### config.mk
export PLATFORM = sky130hd
export DESIGN_NAME = rom_mp
export DESIGN_NICKNAME = d
export VERILOG_FILES = /design/src/rtl/rom_mp_pkg.sv /design/src/rtl/rr_arbiter.sv /design/src/rtl/rom_mp.sv
export SDC_FILE = /design/constraint.sdc
export NUM_CORES = 1
export LEC_CHECK = 0
export ABC_AREA = 1
export CORE_MARGIN = 5
export CORE_UTILIZATION = 52
export DETAILED_ROUTE_END_ITERATION = 8
export MAX_ROUTING_LAYER = met4
export PLACE_DENSITY = 0.95
export SYNTH_ARGS = -nofsm -noshare
export SYNTH_HDL_FRONTEND = slang
export SYNTH_HIERARCHICAL = 1
export SYNTH_SLANG_ARGS = --single-unit
### constraint.sdc
create_clock -name clk -period 4.2 [get_ports clk]
set_input_delay 0.63 -clock clk [delete_from_list [all_inputs] [get_ports clk]]
set_output_delay 0.63 -clock clk [all_outputs]
set_load 0.005 [all_outputs]
### src/rtl/rom_mp_pkg.sv
// Shared definitions for the multi-channel lookup ROM: default widths,
// the response record and the ROM content function.
package rom_mp_pkg;

  localparam int ADDR_W_DEF = 8;
  localparam int DATA_W_DEF = 8;
  localparam int DEPTH_DEF  = 256;
  localparam int NCH_DEF    = 2;
  localparam int ID_W_DEF   = 1;

  // Response record at the default widths; rom_mp carries the same
  // field order at its own parameterised widths.
  typedef struct packed {
    logic [DATA_W_DEF-1:0] data;
    logic [ID_W_DEF-1:0]   id;
    logic                  err;
  } rsp_t;

  // Identity map, except that addresses ending in 5'b11000 read back
  // with bit 3 cleared (i.e. a-8). Callers truncate to DATA_W.
  function automatic logic [31:0] rom_word(input logic [31:0] a);
    logic [31:0] w;
    w = a;
    if (a[4:0] == 5'b11000) w[3] = 1'b0;
    return w;
  endfunction

endpackage

### src/rtl/rr_arbiter.sv
// Round-robin arbiter: grants the first requester at or above the
// pointer (with wrap). The pointer moves past the winner only when the
// caller reports that the grant was actually used (adv_i).
module rr_arbiter
  import rom_mp_pkg::*;
#(
  parameter int N  = 2,
  parameter int PW = (N > 1) ? $clog2(N) : 1
) (
  input  logic          clk,
  input  logic          rst,
  input  logic [N-1:0]  req_i,
  input  logic          adv_i,
  output logic [N-1:0]  gnt_o,
  output logic [PW-1:0] gidx_o
);

  logic [PW-1:0] ptr_q, ptr_d;
  logic          found;

  // Search upward from the pointer for the first active request.
  always_comb begin
    gnt_o  = '0;
    gidx_o = '0;
    found  = 1'b0;
    for (int i = 0; i < N; i++) begin
      if (!found && req_i[(int'(ptr_q) + i) % N]) begin
        found  = 1'b1;
        gidx_o = PW'((int'(ptr_q) + i) % N);
      end
    end
    if (found) gnt_o[gidx_o] = 1'b1;
  end

  // Next pointer is one past the winner, wrapping at N.
  always_comb begin
    ptr_d = ptr_q;
    if (adv_i) ptr_d = (int'(gidx_o) == N - 1) ? '0 : PW'(int'(gidx_o) + 1);
  end

  // Pointer register.
  always_ff @(posedge clk or posedge rst) begin
    if (rst) ptr_q <= '0;
    else     ptr_q <= ptr_d;
  end

endmodule

### src/rtl/rom_mp.sv
// Multi-channel lookup ROM: NCH requesters share one ROM via a
// round-robin arbiter; results land in a 2-entry FIFO tagged with the
// channel id and an out-of-range flag.
module rom_mp
  import rom_mp_pkg::*;
#(
  parameter int ADDR_W = ADDR_W_DEF,
  parameter int DATA_W = DATA_W_DEF,
  parameter int DEPTH  = DEPTH_DEF,
  parameter int NCH    = NCH_DEF,
  parameter int ID_W   = ID_W_DEF
) (
  input  logic                  clk,
  input  logic                  rst,
  input  logic [NCH-1:0]        req_valid,
  output logic [NCH-1:0]        req_ready,
  input  logic [NCH*ADDR_W-1:0] req_addr,
  output logic                  rsp_valid,
  input  logic                  rsp_ready,
  output logic [DATA_W-1:0]     rsp_data,
  output logic [ID_W-1:0]       rsp_id,
  output logic                  rsp_err
);

  localparam int PW = (NCH > 1) ? $clog2(NCH) : 1;

  // Parameterised form of rsp_t.
  typedef struct packed {
    logic [DATA_W-1:0] data;
    logic [ID_W-1:0]   id;
    logic              err;
  } ent_t;

  logic [NCH-1:0]    gnt;
  logic [PW-1:0]     gidx;
  logic              space, push, pop;
  logic [ADDR_W-1:0] sel_addr;
  ent_t              push_ent;
  ent_t              mem_q [2];
  logic              rd_q, wr_q;
  logic [1:0]        cnt_q, cnt_d;

  rr_arbiter #(.N(NCH), .PW(PW)) u_arb (
    .clk    (clk),
    .rst    (rst),
    .req_i  (req_valid),
    .adv_i  (push),
    .gnt_o  (gnt),
    .gidx_o (gidx)
  );

  assign rsp_valid = (cnt_q != 2'd0);
  assign pop       = rsp_valid & rsp_ready;
  // A full FIFO still has room when the head leaves this same cycle.
  assign space     = (cnt_q < 2'd2) | pop;

  // Ready is forced low during reset so nothing is accepted mid-clear.
  always_comb begin
    req_ready = '0;
    if (!rst && space) req_ready = gnt;
  end

  assign push = |req_ready;

  // Look up the granted channel's address and build the FIFO entry.
  always_comb begin
    sel_addr     = req_addr[int'(gidx)*ADDR_W +: ADDR_W];
    push_ent     = '0;
    push_ent.id  = ID_W'(gidx);
    push_ent.err = (int'({1'b0, sel_addr}) >= DEPTH);
    if (!push_ent.err) push_ent.data = DATA_W'(rom_word(32'(sel_addr)));
  end

  // Occupancy next state; push+pop together leaves it unchanged.
  always_comb begin
    cnt_d = cnt_q;
    if (push && !pop)      cnt_d = cnt_q + 2'd1;
    else if (pop && !push) cnt_d = cnt_q - 2'd1;
  end

  // FIFO storage and pointers.
  always_ff @(posedge clk or posedge rst) begin
    if (rst) begin
      mem_q[0] <= '0;
      mem_q[1] <= '0;
      rd_q     <= 1'b0;
      wr_q     <= 1'b0;
      cnt_q    <= 2'd0;
    end else begin
      if (push) begin
        mem_q[wr_q] <= push_ent;
        wr_q        <= ~wr_q;
      end
      if (pop) rd_q <= ~rd_q;
      cnt_q <= cnt_d;
    end
  end

  assign rsp_data = mem_q[rd_q].data;
  assign rsp_id   = mem_q[rd_q].id;
  assign rsp_err  = mem_q[rd_q].err;

endmodule
# Yosys cells after proc, flatten, opt, wreduce, memory -nomap -nowiden
# Index checks and enable logic that the tools add are counted.
[word_totals] reg_bits=25 wordCells=67 in_bits=21
[op_classes] bitwise_logic=7 n_lt_le_gt_ge=8 n_shift=1 add_sub_neg=4 n_reduce_logical=13 n_mux=23 n_eq_ne=1
[op_table] op="two-way mux 10 bit" count=4
[op_table] op="bitwise mux 20 bit" count=1
[op_table] op="indexed part select 16 x 5 -> 8 bit" count=1
[op_table] op="two-way mux 1 bit" count=12
[op_table] op="demux 10 bit (select 1 bit)" count=1
[op_table] op="two-way mux 2 bit" count=4
[op_table] op="logical AND 1 bit" count=6
[op_table] op="== test 5 bit (second input constant)" count=1
[op_table] op="greater-or-equal comparator 2 bit (second input constant)" count=2
[op_table] op="zero test 1 bit" count=4
[op_table] op="< comparator 1 x 2 -> 1 bit (second input constant)" count=2
[op_table] op="NOT 1 -> 2 bit" count=2
[op_table] op="nonzero test 2 bit" count=2
[op_table] op="< comparator 2 x 3 -> 1 bit (second input constant)" count=1
[op_table] op="adder 1 bit (second input constant)" count=2
[op_table] op="adder 2 x 1 -> 2 bit (second input constant)" count=1
[op_table] op="< comparator 2 x 1 -> 1 bit (second input constant)" count=1
[op_table] op="< comparator 2 bit (second input constant)" count=1
[op_table] op="NOT 1 bit" count=2
[op_table] op="OR reduction 2 bit" count=1
[op_table] op="subtractor 2 x 1 -> 2 bit (second input constant)" count=1
[op_table] op="bitwise AND 1 bit" count=1
[op_table] op="bitwise AND 1 bit (first input constant)" count=1
[op_table] op="demux 1 bit (select 1 bit)" count=1
[op_table] op="other kinds (2)" count=2

# Logic depth before layout (Yosys ltp)
[logic_depth] ltp_word=18 ltp_mapped=12 ltp_nobuf=11

# Modules after synthesis
# Netlist, hierarchy kept.
[modules_own_cells] module="rom_mp" cells_each=158 instances=1 area_per_inst_um2=1267.5
[modules_own_cells] module="rr_arbiter" cells_each=12 instances=1 area_per_inst_um2=73.8

# Worst setup path before layout
# Ideal clock, no wire load.
[synth_path] kind="input-to-reg" start="input rst" end="register cnt_q[1]" slack_ns=2.244 n_path_buf=0 setup_time_ns=0.131 stages=7 t_required_ns=4.069 arrival_time_ns=1.825 path_cell_list="inv_2 -> nand2_4 -> a21oi_4 -> ha_1 -> a21oi_1 -> o21ai_0 -> xor2_1"
[synth_between] elab_chain_cells=7 word_cells_on_any_way=9 cone_classes="mux (2); reduce/logical (7)"
[synth_rtl] item="start: declaration" line="rom_mp.sv:14" text="input logic rst,"
[synth_rtl] item="zero test 1 bit (no line) (*)"
[synth_rtl] item="logical AND 1 bit (*)" line="rom_mp.sv:60" text="if (!rst && space) req_ready = gnt;"
[synth_rtl] item="two-way mux 2 bit (*)" line="rom_mp.sv:60"
[synth_rtl] item="OR reduction 2 bit (*)" line="rom_mp.sv:63" text="assign push = |req_ready;"
[synth_rtl] item="named net push" line="rom_mp.sv:36" text="logic space, push, pop;"
[synth_rtl] item="zero test 1 bit" line="rom_mp.sv:78" text="else if (pop && !push) cnt_d = cnt_q - 2'd1;"
[synth_rtl] item="logical AND 1 bit" line="rom_mp.sv:78"
[synth_rtl] item="nonzero test 2 bit (no line)"
[synth_rtl] item="end signal: assignment" line="rom_mp.sv:95" text="cnt_q <= cnt_d;"
[synth_rtl] item="end: declaration" line="rom_mp.sv:41" text="logic [1:0] cnt_q, cnt_d;"
# The timed path passes the listed nets; every way through them passes the cells marked *.
# A chain may end at the register's enable or synchronous reset.

# Worst setup path after layout
[layout_path] start="input req_valid[0]" end="output req_ready[0]"
[layout_between] elab_chain_cells=12 word_cells_on_any_way=18 cone_classes="order compare (2); mux (13); reduce/logical (3)"
[layout_rtl] item="start: declaration" line="rom_mp.sv:15" text="input logic [NCH-1:0] req_valid,"
[layout_rtl] item="two-way mux 1 bit (not written as such) (2 in series)" line="rr_arbiter.sv:27" text="if (!found && req_i[(int'(ptr_q) + i) % N]) begin"
[layout_rtl] item="two-way mux 1 bit" line="rr_arbiter.sv:27"
[layout_rtl] item="zero test 1 bit" line="rr_arbiter.sv:27"
[layout_rtl] item="logical AND 1 bit" line="rr_arbiter.sv:27"
[layout_rtl] item="two-way mux 1 bit (*)" line="rr_arbiter.sv:27"
[layout_rtl] item="named net gidx" line="rom_mp.sv:35" text="logic [PW-1:0] gidx;"
[layout_rtl] item="< comparator 1 x 2 -> 1 bit (not written as such) / greater-or-equal comparator 1 bit (equally long branches)" line="rr_arbiter.sv:32" text="if (found) gnt_o[gidx_o] = 1'b1;"
[layout_rtl] item="logical AND 1 bit (not written as such)" line="rr_arbiter.sv:32"
[layout_rtl] item="two-way mux 1 bit (not written as such)" line="rr_arbiter.sv:32"
[layout_rtl] item="demux 1 bit (select 1 bit) (*)"
[layout_rtl] item="two-way mux 2 bit (*)" line="rr_arbiter.sv:32"
[layout_rtl] item="named net gnt[0]" line="rom_mp.sv:34" text="logic [NCH-1:0] gnt;"
[layout_rtl] item="two-way mux 2 bit (*)" line="rom_mp.sv:60"
[layout_rtl] item="end: declaration" line="rom_mp.sv:16" text="output logic [NCH-1:0] req_ready,"
# The timed path passes the listed nets; every way through them passes the cells marked *. The select of a mux whose other input is x is not followed.

==> results.yml <==
setup_path:
  required_ps: 3570
  worstPathCellList: "clkdlybuf4s50_1 -> nand2_1 -> nand2_2 -> inv_2 -> nor2_2 -> inv_1 -> nor2_1 -> clkdlybuf4s50_1"
  crit_top_cell: "clkdlybuf4s50_1"
  reg2reg_depth: 11
  cp_slowest_cell: "clkdlybuf4s50_1"
  critPathKind: "input port to output pin"
  end_kind: "output pin"
  slowest_delay_ps: 500
  arrival_ps: 2260
  cp_max_fo: 11
  cp-start-kind: "input port"
timing:
  finalHoldViolations: 0
  max_freq_ghz: 0.346
  setup_viol: 0
  drv_slew: 0
  fin_crit_ps: 2890
  fin_crit_sh_pct: 68.8
  tightest_slew_ps: 546
  finClkSkew_ps: 5.04
  setup_tns_ps: 0
  slew_headroom_pct: 63.6
  rsz0062_at_grt: "no"
layout:
  final_cell_mix: "nand2_1 (70), clkdlybuf4s50_1 (32), dfrtp_1 (23)"
  finalNetCount: 223
  design_area_um2: 1670
  final_common_cell: "nand2_1"
  syn2layout_area_growth_pct: 24.6
  final_core_util_pct: 67.5
  stdcell_count: 230
  n_antenna_cell: 0
  final_layout_size_suffix_gt1_share_pct: 15.0
  fill_cells: 203
placement:
  dpl.hpwl_mm: 2.03
  dpl-instance-area_um2: 1640
  dp.cells: 226
  port_buffers: 32
  routabilityCongestion: 0.768
cts:
  clkLatencyLatePin_ps: 310
  cts.repair.resized: 0
  post_cts_buffers: 0
  cts-root-buf: "clkbuf_4"
  cts_tree: "yes"
  htreeDepth: 1
  cts_sinks: 23
  cts-hold-fix-buffers: 0
  numCtsBuffers: 3
  clkTransAtPathRegs_ps: 130
  cts_buffer_depth: 2
logic_synthesis:
  seq_area_frac_synth_pct: 42.9
  synthMuxAreaShare_pct: 0
  syn_area_um2: 1340
  syn_nets: 192
  synth_area_per_cell_um2: 7.89
  synth_top_family_by_area: "simple AND/OR/NAND/NOR gates"
  synth-xor-area-share_pct: 1.96
  synth.distinct_cells: 28
  synthSimpleGateAreaFrac_pct: 29.5
  synth_compound_area_share_pct: 13.4
  synth_seq_cells: 23
  synthCells: 170
  synth_warnings: 6
  synthAdderAreaFrac_pct: 0.933
detailed_routing:
  drt-vias-per-instance: 4.80
  wl_per_cell_um: 11.5
  antenna_left: 0
  drc: 0
  dr.pass1.iters: 4
  vias: 1103
  first_iter_violations: 28
  wl_mm: 2.65
floorplanning:
  rows: 18
  die_w_um: 60.8
  die_area_um2: 3690
  initial_core_util_pct: 54.1
  pin_count: 34
  die_y_um: 60.8
  coreArea_um2: 2480
power_and_ir_drop:
  p_leak_nw: 0.847
  vdd_drop_max_mv: 0.442
  powerDensity_nw_per_um2: 594
global_route:
  grt_pass1_vias: 997
  antenna_found_initial: 0
  grt_pass1_wl_mm: 4.22
  grt_usage_pct: 16.6
  grt_max_degree: 25
  grt_overflow_total: 0
run_status:
  status: "finished, final reports clean"
run:
  drv_cap: 0
hold_path:
  hp-class: "input port to async pin"
==> stage by stage <==
| stage | hold WS, ps | setup slack (ps) | power (mW) |
|---|---|---|---|
| final | 479 | 1310 | 0.992 |
| after global routing | 486 | 1200 | 1.08 |
| after CTS | 477 | 1300 | 1.00 |
| after detailed placement | 458 | 1310 | 0.900 |
| after global placement | 454 | 1340 | 0.882 |
| after floorplan | 359 | 2240 | 0.710 |
==> flip-flops by register name, indices dropped and copies added (netlist names) <==
name,flops
mem_q,18
cnt_q,2
rd_q,1
u_arb/ptr_q,1
wr_q,1
==> area by class of cell <==
| cell class | count | area (um2) | share of cell area, % |
|---|---|---|---|
| multi-input combinational | 117 | 618 | 37.0 |
| sequential | 23 | 576 | 34.4 |
| tap | 30 | 37.5 | 2.25 |
| inverter | 24 | 92.6 | 5.54 |
| clock buffer | 3 | 22.5 | 1.35 |
| clock inverter | 1 | 5.00 | 0.299 |
| timing repair buffer | 32 | 320 | 19.2 |
==> routing by layer <==
metal,track usage [%],part of all wire (%),up-vias
met5,-,0,-
met1,20.0,42,489
met4,11.1,3.1,0
met2,26.6,49,36
met3,1.28,5.8,6
li1,-,-,572
==> logic make-up (layout without fill, tap and decap cells) <==
logic type                 after synthesis  count (layout)
adders and majority gates                1               1
other                                    1               1
and+or+nand+nor                         89              89
xor gates and xnor gates                 3               3
buffers and inverters                   30              60
DFF                                     23              23
AOI/OAI and AO/OA                       23              23
==> worst paths after layout <==
path | slack, ps | from | end
worst max register to register | 2280 | u_arb/ptr_q | cnt_q[1]
worst min-delay path | 480 | rst | u_arb/ptr_q
max in group asynchronous | 3140 | rst | mem_q[6]
min in group clk | 490 | mem_q[2] | mem_q[2]
worst min register to register | 490 | mem_q[2] | mem_q[2]
worst max-delay path | 1310 | req_valid[0] | req_ready[0]
==> synthesized netlist by cell type, drive strengths merged <==
master,n,area [um2]
dfrtp,23,576
inv,24,92.6
conb,1,3.75
nor2,10,63.8
xnor2,1,8.76
o211ai,1,21.3
or2,1,6.26
a21oi,2,21.3
nand3,2,15.0
ha,1,12.5
xor2,2,17.5
buf,5,51.3
clkbuf,1,3.75
o21ai,20,138
nand2,76,310
==> power breakdown <==
part	switching [mW]	internal, mW
Clock	0.0676	0.0356
Sequential	0.0782	0.325
Combinational	0.237	0.248
Total	0.383	0.609
==> critical path: cells and delay by family <==
kind	cells	cell delay [ps]
buf+inv	4	1200
simple gates	4	420
No activity file was read; power rests on OpenSTA's default activity.
